--- src/rtl/hash_job_sequencer.sv ---
// Job sequencer for the SHA-256 core: buffers scanner words, builds the single-block
// padded message per word, runs the core, and holds each digest until software acks it.
module hash_job_sequencer #(
  parameter int FIFO_DEPTH     = 4,
  parameter int TIMEOUT_CYCLES = 1024
) (
  input  logic         clk,
  input  logic         reset,
  input  logic [31:0]  scan_data,
  input  logic         scan_valid,
  output logic         scan_ready,
  output logic [511:0] core_block,
  output logic         core_reset,
  output logic         core_start,
  input  logic         core_done,
  input  logic [255:0] core_hash,
  output logic [255:0] digest,
  output logic         digest_valid,
  input  logic         digest_ack,
  input  logic         err_clear,
  output logic         timeout_err,
  output logic         busy,
  output logic [15:0]  job_count
);

  localparam int PTR_W = (FIFO_DEPTH > 1) ? $clog2(FIFO_DEPTH) : 1;
  localparam int CNT_W = PTR_W + 1;
  localparam int TO_W  = $clog2(TIMEOUT_CYCLES);
  localparam logic [CNT_W-1:0] DEPTH_C = CNT_W'(FIFO_DEPTH);
  localparam logic [TO_W-1:0]  TO_LAST = TO_W'(TIMEOUT_CYCLES - 1);

  typedef enum logic [2:0] {
    S_IDLE, S_LOAD, S_START, S_WAIT, S_ABORT, S_HOLD
  } state_t;

  logic [31:0]      fifo_mem [FIFO_DEPTH];
  logic [PTR_W-1:0] wr_ptr_q, wr_ptr_d, rd_ptr_q, rd_ptr_d;
  logic [CNT_W-1:0] count_q, count_d;
  state_t           state_q, state_d;
  logic [511:0]     core_block_q, core_block_d;
  logic             core_reset_q, core_reset_d;
  logic             core_start_q, core_start_d;
  logic [255:0]     digest_q, digest_d;
  logic             digest_valid_q, digest_valid_d;
  logic             timeout_err_q, timeout_err_d;
  logic [15:0]      job_count_q, job_count_d;
  logic [TO_W-1:0]  to_cnt_q, to_cnt_d;
  logic             full, empty, push, pop, timeout_set;

  // Single-block SHA-256 padding for a 32-bit message: data, stop bit, zeros, bit length.
  function automatic logic [511:0] build_block(input logic [31:0] word);
    return {word, 1'b1, 415'b0, 64'd32};
  endfunction

  always_comb begin
    full  = (count_q == DEPTH_C);
    empty = (count_q == '0);
    push  = scan_valid && !full;
    pop   = (state_q == S_LOAD);

    wr_ptr_d = push ? wr_ptr_q + PTR_W'(1) : wr_ptr_q;
    rd_ptr_d = pop  ? rd_ptr_q + PTR_W'(1) : rd_ptr_q;
    case ({push, pop})
      2'b10:   count_d = count_q + CNT_W'(1);
      2'b01:   count_d = count_q - CNT_W'(1);
      default: count_d = count_q;
    endcase

    state_d        = state_q;
    core_block_d   = core_block_q;
    core_reset_d   = 1'b0;
    core_start_d   = 1'b0;
    digest_d       = digest_q;
    digest_valid_d = digest_valid_q;
    job_count_d    = job_count_q;
    to_cnt_d       = to_cnt_q;
    timeout_set    = 1'b0;

    // Pulse outputs are registered, so they are raised on the edge entering their state.
    case (state_q)
      S_IDLE: begin
        if (!empty && !digest_valid_q) begin
          state_d      = S_LOAD;
          core_reset_d = 1'b1;
        end
      end
      S_LOAD: begin
        core_block_d = build_block(fifo_mem[rd_ptr_q]);
        core_start_d = 1'b1;
        state_d      = S_START;
      end
      S_START: begin
        to_cnt_d = '0;
        state_d  = S_WAIT;
      end
      S_WAIT: begin
        if (core_done) begin
          digest_d       = core_hash;
          digest_valid_d = 1'b1;
          job_count_d    = job_count_q + 16'd1;
          state_d        = S_HOLD;
        end else if (to_cnt_q == TO_LAST) begin
          timeout_set  = 1'b1;
          core_reset_d = 1'b1;
          state_d      = S_ABORT;
        end else begin
          to_cnt_d = to_cnt_q + TO_W'(1);
        end
      end
      S_ABORT: state_d = S_IDLE;
      S_HOLD: begin
        if (digest_ack) begin
          digest_valid_d = 1'b0;
          state_d        = S_IDLE;
        end
      end
      default: state_d = S_IDLE;
    endcase

    if (timeout_set)    timeout_err_d = 1'b1;
    else if (err_clear) timeout_err_d = 1'b0;
    else                timeout_err_d = timeout_err_q;
  end

  always_ff @(posedge clk) begin
    if (push) fifo_mem[wr_ptr_q] <= scan_data;
  end

  always_ff @(posedge clk) begin
    if (reset) begin
      wr_ptr_q       <= '0;
      rd_ptr_q       <= '0;
      count_q        <= '0;
      state_q        <= S_IDLE;
      core_block_q   <= '0;
      core_reset_q   <= 1'b0;
      core_start_q   <= 1'b0;
      digest_q       <= '0;
      digest_valid_q <= 1'b0;
      timeout_err_q  <= 1'b0;
      job_count_q    <= '0;
      to_cnt_q       <= '0;
    end else begin
      wr_ptr_q       <= wr_ptr_d;
      rd_ptr_q       <= rd_ptr_d;
      count_q        <= count_d;
      state_q        <= state_d;
      core_block_q   <= core_block_d;
      core_reset_q   <= core_reset_d;
      core_start_q   <= core_start_d;
      digest_q       <= digest_d;
      digest_valid_q <= digest_valid_d;
      timeout_err_q  <= timeout_err_d;
      job_count_q    <= job_count_d;
      to_cnt_q       <= to_cnt_d;
    end
  end

  assign scan_ready   = !full;
  assign busy         = (state_q != S_IDLE) || !empty;
  assign core_block   = core_block_q;
  assign core_reset   = core_reset_q;
  assign core_start   = core_start_q;
  assign digest       = digest_q;
  assign digest_valid = digest_valid_q;
  assign timeout_err  = timeout_err_q;
  assign job_count    = job_count_q;

endmodule

--- config.mk ---
export PLATFORM = sky130hd
export DESIGN_NAME = hash_job_sequencer
export DESIGN_NICKNAME = d
export VERILOG_FILES = /design/src/rtl/hash_job_sequencer.sv
export SDC_FILE = /design/constraint.sdc
export NUM_CORES = 1
export LEC_CHECK = 0
export ABC_AREA = 0
export BUFFER_PORTS_ARGS = -buffer_cell sky130_fd_sc_hd__buf_4
export CORE_AREA = 2 2 427 429
export CTS_CLUSTER_DIAMETER = 80
export DETAILED_ROUTE_END_ITERATION = 16
export DIE_AREA = 0 0 429 431
export PLACE_DENSITY = 0.41
export SYNTH_ARGS = -nofsm -noshare
export SYNTH_HDL_FRONTEND = slang
export SYNTH_SLANG_ARGS = --single-unit
--- constraint.sdc ---
create_clock -name clk -period 7.85 [get_ports clk]
set_clock_uncertainty 0.2 [all_clocks]
set_input_delay 1.1775 -clock clk [delete_from_list [all_inputs] [get_ports clk]]
set_output_delay 1.1775 -clock clk [all_outputs]
set_load 0.01 [all_outputs]
=== Word-level counts from Yosys, hierarchy flattened ===
Memory sizes are Yosys's and may differ from the RTL's. A register that Yosys moved wholly into a read port is not among the register bits.
Index checks and enable logic that the tools add are counted.

* ROM bits: 0
* Bits in latches: 0
* Memories: 1
* Register bits: 330
* Logic and storage cells: 72
* Memory bits (writable): 128

{| class="wikitable"
|+ Memories
! memory !! depth !! bits a word !! rd ports !! clocked after memory_dff !! write ports !! line !! source
|-
| fifo_mem || 4 || 32 || 1 || 1 || 1 || 36 || <nowiki>logic [31:0] fifo_mem [FIFO_DEPTH];</nowiki>
|}

* Shift operators: 0
* Multipliers: 0
* Add/subtract/negate cells: 6
* Reduce and logical (&&, ||, !) cells: 17
* Muxes and demuxes: 22
* Bitwise gates (word level): 0
* Magnitude comparators: 0
* Divide/modulo/power cells: 0
* Equal/unequal tests: 14

{| class="wikitable"
|+ Operators with widths
! kind !! number
|-
| 10-bit 2-to-1 mux || 2
|-
| 10-bit case mux with 2 select lines || 1
|-
| 16-bit by 1-bit adder with 16-bit output (second input constant) || 1
|-
| 3-bit case mux with 5 select lines || 1
|-
| 3-bit 2-to-1 mux || 4
|-
| 1-bit 2-to-1 mux || 11
|-
| 10-bit by 1-bit adder with 10-bit output (second input constant) || 1
|-
| 10-bit == test (second input constant) || 1
|-
| 2-bit inequality test (second input constant) || 5
|-
| 3-bit AND reduction || 3
|-
| 2-bit nonzero test || 4
|-
| 3-bit by 2-bit == test with 1-bit output (second input constant) || 2
|-
| 3-bit == test (second input constant) || 2
|-
| 3-bit zero test || 2
|-
| 3-bit case mux with 2 select lines || 1
|-
| 2-bit by 1-bit adder with 2-bit output (second input constant) || 2
|-
| 1-bit case mux with 2 select lines || 2
|-
| 3-bit by 1-bit adder with 3-bit output (second input constant) || 1
|-
| 3-bit by 1-bit == test with 1-bit output (second input constant) || 1
|-
| 1-bit zero test || 3
|-
| 3-bit inequality test (second input constant) || 1
|-
| 3-bit nonzero test || 1
|-
| 3-bit by 1-bit subtractor with 3-bit output (second input constant) || 1
|-
| 2-bit by 1-bit == test with 1-bit output (second input constant) || 1
|-
| 4 further kinds || 5
|}

=== Longest topological paths before layout ===
Gate-level depths: netlist of the first run.

* Depth in word-level cells: 5
* Mapped depth: 10

=== Least setup slack after synthesis of the first run ===
Ideal clock, no wire load.

* Kind: input to register
* Start point: input port scan_valid
* End point: register count_q[2]
* Arrival time: 2.538 ns
* Setup slack: 5.042 ns
* Stages on the path: 8
* Path through: and2_1 > inv_1 > ha_1 > inv_1 > fa_1 > xor2_1 > or3_1 > a21oi_1

* Cells in the longest elaborated chain, start to end: 3

{| class="wikitable"
|+ RTL lines
! element !! line !! source
|-
| start: declaration || 10 || <nowiki>input logic scan_valid,</nowiki>
|-
| 1-bit logical AND * || 58 || <nowiki>push = scan_valid && !full;</nowiki>
|-
| 2-bit by 1-bit == test with 1-bit output / 2-bit == test (equally long branches) || 63 || <nowiki>case ({push, pop})</nowiki>
|-
| 3-bit case mux with 2 select lines / 2-bit nonzero test (equally long branches) || - ||
|-
| end signal: assignment || 146 || <nowiki>count_q <= count_d;</nowiki>
|-
| end: declaration || 38 || <nowiki>logic [CNT_W-1:0] count_q, count_d;</nowiki>
|}

Mark *: on every way between the ends. The rest lies on a longest branch, timed or not.
A chain may end at the register's enable or synchronous reset.

=== Worst setup path in the final report of the first run ===
* Start point: register state_q[0]
* End point: register count_q[2]

* Cells in the longest elaborated chain, start to end: 3

{| class="wikitable"
|+ RTL lines
! element !! line !! source
|-
| start: declaration || 39 || <nowiki>state_t state_q, state_d;</nowiki>
|-
| start signal: assignment || 147 || <nowiki>state_q <= state_d;</nowiki>
|-
| 3-bit by 1-bit == test with 1-bit output * || 59 || <nowiki>pop = (state_q == S_LOAD);</nowiki>
|-
| 2-bit by 1-bit == test with 1-bit output / 2-bit == test (equally long branches) || 63 ||
|-
| 3-bit case mux with 2 select lines / 2-bit nonzero test (equally long branches) || - ||
|}

Marked as above.

==> out/qor.csv, run 1 <==
metric,value,unit
PostCTS Resize Cnt,0,
final count of pins violating max slew,60,
P_int,5.00,mW
Final Critical Period,3.53,ns
peak supply drop,0.165,mV
final setup violation count,0,
CTS tree,done,
Worst setup startpoint,state_q[0],
antenna-violating nets left,0,
core area,180000,um^2
Critical Path AT,3.90,ns
#FFs+latches synth,457,
Setup CP Type,flop to flop,
vias in the first global route,14000,
Setup TNS Final,0,ns
GRT Util Overall,9.71,%
GP Congestion,0.798,
Max Root-Sink Buffers,3,
"Period Utilization, post-route",44.9,%
Final HPWL DP,73500,um
Die Area,185000,um^2
syn avg cell area,9.38,um^2
# IOs,1084,
most frequent cell after synthesis,nand2_1,
"Reg clk slew, reported paths",0.06,ns
largest net degree at the start of global routing,182,
PortBufs,605,
Final Hold Fails,0,
vias per inst,3.00,
Critical Path RT,8.22,ns
ys async rst share,0,%
"Cell Area, Synth",20100,um^2
max_cap viols,0,
Startpoint Class,flop,
run status,"finished, violations left",
Psw,2.08,mW
clock share of power,45.4,%
global route overflow,0,
DIE HEIGHT,431,um
total leakage power,10.8,nW
Clock Sink Count,457,
"Clk Latency, worst-skew pair",0.67,ns
1st-iter DRT viols,781,
layout filler cell count,20300,
Peak Freq,0.284,GHz
post-synthesis cell type count,49,
Post-CTS Setup Bufs,0,
Post-CTS Hold Buffers,0,
share of layout cells above drive strength 1,28.1,%
Logic pwr share,16.3,%
routed wire length,94200,um
routed len/inst,18.3,um
"EDFF count, synth",128,
slew margin rel.,-4.03,%
initial antenna violation count,64,
area share of the largest cell type after synthesis,32.8,%
H-tree depth,3,
RSZ-0062 raised after global routing,false,
Worst-Margin Slew,1.56,ns
initial core utilization,11.2,%
fin nets,3019,
hold_sp,digest[201],
Cells after Synth,2141,
"Top FF cell, synth",dfxtp_1,
drt first pass iters,4,
Layout area overhead,38.2,%
Die W,429,um
Seq. cell area,10400,um^2
Sw Share,29.3,%
RR Startpoint,state_q[0],
synth top area cells,"dfxtp_1, edfxtp_1, buf_4",
Design Power,7.07,mW
crit-path max FO,36,
global-route wire length before repair,123000,um
Seq pwr share,38.3,%
Root Driver,clkbuf_16,
Synth top cells by count,"nand2_1, buf_4, dfxtp_1",
post-synth top area cell,dfxtp_1,
crit end category,flop,
Power Density,255,nW/um^2
via count,15500,
multi-input gate area in the final layout,7280,um^2
CTS Buf Count,70,
DRC Markers,0,
Hold Crit Class,flop to flop,
Ys Warns,0,
row cnt,156,
failing checks,slew limit,
post-synthesis sequential area ratio,51.9,%
critical path, cell delays in order, from the launching register on:
cell     delay [ns]
dfxtp_1        0.56
or3b_2         0.49
buf_4          0.28
inv_2          0.09
buf_4          0.44
ha_1           0.29
inv_1          0.07
fa_1           0.37
xor2_1         0.16
or3_1          0.30
a21oi_1        0.13
cell usage in the layout (no fill, tap or decap), types with 3 or more instances in the layout:
| cell type | Yosys | layout |
|---|---|---|
| buf_4 | 501 | 614 |
| nand2_1 | 598 | 598 |
| conb_1 | 1 | 478 |
| dfxtp_1 | 329 | 327 |
| a21oi_1 | 316 | 316 |
| edfxtp_1 | 128 | 128 |
| clkbuf_16 | 0 | 70 |
| mux4_2 | 32 | 32 |
| nor2_1 | 18 | 18 |
| o21ai_0 | 16 | 16 |
| or3_1 | 14 | 14 |
| inv_1 | 10 | 10 |
| clkbuf_1 | 55 | 9 |
| nand4_1 | 8 | 8 |
| xor2_1 | 8 | 8 |
| clkbuf_8 | 0 | 8 |
| nand3_1 | 7 | 7 |
| ha_1 | 7 | 7 |
| inv_6 | 0 | 7 |
| clkinv_4 | 0 | 7 |
| diode_2 | 0 | 6 |
| bufinv_16 | 0 | 6 |
| clkinv_2 | 0 | 6 |
| o31ai_1 | 5 | 5 |
| clkinvlp_4 | 0 | 5 |
| and3_2 | 0 | 4 |
| clkinv_1 | 0 | 4 |
| and4_1 | 3 | 3 |
| and2_1 | 3 | 3 |
| xnor2_1 | 3 | 3 |
| and3_1 | 7 | 3 |
| nand3b_1 | 3 | 3 |
| a31oi_1 | 3 | 3 |
| nand2b_1 | 3 | 3 |
| nor3_1 | 3 | 3 |
| buf_12 | 0 | 3 |
registers in the layout (all words and copies together) (netlist names):
signal        count
digest          256
fifo_mem        128
core_block       33
job_count        16
to_cnt_q         10
count_q           3
state_q           3
rd_ptr_q          2
wr_ptr_q          2
core_reset        1
core_start        1
digest_valid      1
timeout_err       1
metrics by stage:
step	util [%]	cells	setup slack, ns	hold slack [ns]	cell area, um^2
after floorplan	-	2618	5.04	0.266	21900
after global placement	14.1	5015	4.27	0.243	25400
after detailed placement	14.1	5015	4.21	0.247	25400
after CTS	15.4	5141	4.27	0.255	27700
after global routing	15.4	5147	4.11	0.268	27800
final	15.4	5147	4.32	0.252	27800
routing by layer:
metal | part of all wire (%) | wire length, um | GRT usage [%]
met4 | 2.9 | 2710 | 3.07
met1 | 36 | 33800 | 10.2
met3 | 9.6 | 9030 | 4.49
met2 | 52 | 48600 | 17.2
met5 | 0.019 | 18 | 0
path summary, 6_finish.rpt:
| path | end | slack, ns | cells after the start |
|---|---|---|---|
| max | count_q[2] | 4.32 | 10 |
| min | digest[201] | 0.25 | 2 |
| max reg2reg | count_q[2] | 4.32 | 10 |
| min reg2reg | digest[201] | 0.25 | 2 |
cell families after synthesis:
group | count (synthesis) | synth area share, %
other cells | 1 | 0.0187
compound gates | 347 | 8.86
buf+inv | 602 | 20.8
fa+ha+maj | 8 | 0.536
xor+xnor | 11 | 0.480
simple gates | 683 | 13.8
mux | 32 | 3.59
flops | 457 | 51.9
power by group through the flow:
stage / Combinational (mW) / Sequential [mW] / Clock (mW)
2_1_floorplan: 0.792 / 2.77 / 0
5_1_grt: 1.28 / 2.72 / 3.44
3_5_place_dp: 1.20 / 2.76 / 0
6_report: 1.15 / 2.71 / 3.22
3_3_place_gp: 1.19 / 2.75 / 0
4_1_cts: 1.20 / 2.71 / 3.36
final cells by class:
type / instances / share of cell area (%)
tap: 2370 / 10.7
multi-input combinational: 1559 / 26.2
sequential: 457 / 37.6
timing repair buffer: 618 / 16.9
antenna: 6 / 0.0541
clock buffer: 87 / 6.83
inverter: 11 / 0.149
clock inverter: 39 / 1.63
No activity file was read; power rests on OpenSTA's default activity.
==> run 2, diff against run 1 <==
==> config.mk (replaced) <==
export PLATFORM = sky130hd
export DESIGN_NAME = hash_job_sequencer
export DESIGN_NICKNAME = d
export VERILOG_FILES = /design/src/rtl/hash_job_sequencer.sv
export SDC_FILE = /design/constraint.sdc
export NUM_CORES = 1
export LEC_CHECK = 0
export ABC_AREA = 1
export BUFFER_PORTS_ARGS = -buffer_cell sky130_fd_sc_hd__buf_4
export CORE_AREA = 2 2 418 420
export CTS_CLUSTER_DIAMETER = 80
export DETAILED_ROUTE_END_ITERATION = 16
export DIE_AREA = 0 0 420 422
export PLACE_DENSITY = 0.42
export SYNTH_ARGS = -nofsm -noshare
export SYNTH_HDL_FRONTEND = slang
export SYNTH_SLANG_ARGS = --single-unit
==> constraint.sdc (replaced) <==
create_clock -name clk -period 3.1 [get_ports clk]
set_clock_uncertainty 0.2 [all_clocks]
set_input_delay 0.465 -clock clk [delete_from_list [all_inputs] [get_ports clk]]
set_output_delay 0.465 -clock clk [all_outputs]
set_load 0.01 [all_outputs]
==> out/qor.csv, run 2 <==
metric,value,unit,change
"slowest stage delay, CP",0.38,ns,-0.18 ns
Final Critical Period,2.46,ns,
Hold Crit Endpoint,wr_ptr_q[0],,
Worst Hold Path Cells,4,,+2
Ys Warns,0,,unchanged
"Top FF cell, synth",dfxtp_1,,
"EDFF count, synth",128,,unchanged
post-synth top area cell,dfxtp_1,,
Clock Sink Count,457,,unchanged
Root Driver,clkbuf_16,,
Top delay family on crit path,simple AND/OR/NAND/NOR gates,,
final worst slack,0.637,ns,-3.69 ns
pre-CTS WS,0.784,ns,-3.43 ns
Min Hold Slack,0.0871,ns,-0.165 ns
most frequent cell after synthesis,nand2_1,,
global route overflow,0,,unchanged
DIE HEIGHT,422,um,-2.1%
"Reg clk slew, reported paths",0.06,ns,about the same
core area,173000,um^2,-4.0%
antenna-violating nets left,0,,unchanged
initial core utilization,11.8,%,+0.60 points
vias per inst,3.09,,+2.8%
worst reg2reg endpoint,digest[6],,
via count,17400,,+12%
#FFs+latches synth,457,,unchanged
vias in the first global route,16100,,+15%
CTS Buf Count,59,,-16%
Power Density,563,nW/um^2,+120%
RSZ-0062 raised after global routing,false,,
"commonest non-fill, non-tap cell in the layout",buf_4,,
total leakage power,12.6,nW,+16%
Critical Path RT,2.43,ns,-5.79 ns
DRC Markers,0,,unchanged
slew margin rel.,31.8,%,+36 points
"Period Utilization, post-route",79.5,%,
max_cap viols,0,,unchanged
Max Root-Sink Buffers,3,,unchanged
fin cells,5629,,+9.4%
Setup TNS Final,0,ns,unchanged
1st-iter DRT viols,843,,+7.9%
routed len/inst,15.0,um,-18%
Buf/Inv on CP,1,,-3
run status,completed,,
Final Hold Fails,0,,unchanged
CP cell instances,nor3_1 > nand4_1 > buf_4,,
row cnt,153,,-1.9%
ys async rst share,0,%,unchanged
fin nets,3548,,+18%
Final HPWL DP,63700,um,-13%
post-synthesis sequential area ratio,51.3,%,-0.57 points
peak supply drop,0.432,mV,+160%
Peak Freq,0.406,GHz,
Post-Place Cells,5217,,+4.0%
Critical Path AT,1.80,ns,-2.10 ns
hold_sp,scan_valid,,
Seq. cell area,10400,um^2,about the same
H-tree depth,2,,-1
final setup violation count,0,,unchanged
Cells after Synth,2384,,+11%
RR Startpoint,state_q[2],,
GP Congestion,0.853,,+6.9%
Setup CP Type,flop to primary output,,
drt first pass iters,6,,+2
multi-input gate area in the final layout,7270,um^2,about the same
Synth top cells by count,"nand2_1, buf_4, dfxtp_1",,
Largest register FFs,256,,unchanged
# IOs,1084,,unchanged
Die W,420,um,-2.1%
Die Area,177000,um^2,-4.1%
global-route wire length before repair,117000,um,-5.3%
post-synthesis cell type count,32,,-35%
GRT Util Overall,8.98,%,-0.73 points
"Clk Latency, worst-skew pair",0.66,ns,about the same
crit-path max FO,6,,-83%
R2R depth,6,,-4
routed wire length,84700,um,-10%
Layout area overhead,51.8,%,
Worst R2R Setup Slack,0.67,ns,-3.65 ns
area share of the largest cell type after synthesis,32.4,%,-0.36 points
largest net degree at the start of global routing,149,,-18%
final count of pins violating max slew,0,,-100%
Post-CTS Setup Bufs,0,,unchanged
layout filler cell count,19400,,-4.5%
CTS tree,done,,
syn avg cell area,8.52,um^2,-9.2%
Critical-path top delay cell,dfxtp_1,,
Worst-Margin Slew,1.02,ns,-0.538 ns
Hold Crit Class,input port to flop,,
PortBufs,605,,unchanged
most frequent cells in the layout,"buf_4, nand2_1, conb_1",,
Startpoint Class,flop,,
PostCTS Resize Cnt,0,,unchanged
synth top area cells,"dfxtp_1, edfxtp_1, buf_4",,
crit end category,primary output,,
"Cell Area, Synth",20300,um^2,+1.1%
share of layout cells above drive strength 1,22.5,%,-5.6 points
initial antenna violation count,14,,-78%
[run 2: cell types whose count changed in the layout (fill, tap and decap cells not counted), moves of 8 or more]
cell,previous run,this run
dlygate4sd3_1,0,293
nor2_1,18,177
o21ai_0,16,108
inv_1,10,77
a21oi_1,316,283
mux4_2,32,0
o22ai_1,0,32
nand2_1,598,579
nand3_1,7,21
or3_1,14,0
clkbuf_16,70,59
xor2_1,8,0
[run 2: final cells by class]
type	instances	share of cell area, %
sequential	457	33.8
timing repair buffer	924	25.3
multi-input combinational	1723	23.6
tap	2325	9.44
clock buffer	81	5.51
clock inverter	29	1.27
inverter	81	1.01
antenna	9	0.0731
[run 2: worst max path at each step]
stage / startpoint / end / slack, ns / depth (start not counted)
after detailed placement: core_done / job_count[15] / 0.78 / 6
after global routing: state_q[2] / digest[5] / 0.44 / 6
final: state_q[0] / busy / 0.64 / 3
after floorplan: count_q[1] / fifo_mem[0][0] / 0.38 / 4
after global placement: core_done / job_count[15] / 0.75 / 6
after CTS: state_q[2] / busy / 0.58 / 3
[run 2: worst min-delay path, stage by stage]
cell	delay (ns)
buf_4	0.08
nand2_1	0.04
buf_4	0.18
a21oi_1	0.14
[run 2: power by group]
group / internal, mW / total, mW / leakage [nW] / switching [mW]
clock: 4.36 / 7.27 / 1.02 / 2.92
combinational: 1.28 / 3.27 / 7.76 / 1.99
sequential: 6.59 / 6.82 / 3.83 / 0.226
total: 12.2 / 17.4 / 12.6 / 5.13
[run 2: cells by family after synthesis]
| kind of cell | share of synthesized area (%) |
|---|---|
| and+or+nand+nor | 15.2 |
| buffers and inverters | 21.9 |
| DFF | 51.3 |
| AOI/OAI and AO/OA | 11.0 |
| adders and majority gates | 0.530 |
| xor gates and xnor gates | 0.0431 |
| other | 0.0185 |
[run 2: metal layers]
| layer | part of all wire, % | GRT usage, % |
|---|---|---|
| met1 | 41 | 10.9 |
| met4 | 2.8 | 2.96 |
| met2 | 46 | 14.1 |
| met3 | 10 | 3.93 |
| met5 | 0.015 | 0 |
[run 2: through the flow]
step                cell area, um^2  power [mW]  utilization (%)
floorplan                     22100        8.96                -
global placement              25800        9.92             14.9
detailed placement            25800        9.94             14.9
CTS                           30800        17.7             17.8
global route                  30800        18.3             17.8
finish                        30800        17.4             17.8
[run 2: repair_timing]
action | 4_1_cts | 5_1_grt
endpoints found under the setup margin | 0 | 0
hold buffers | 293 | 0
hold endpoints to repair | 388 | 0
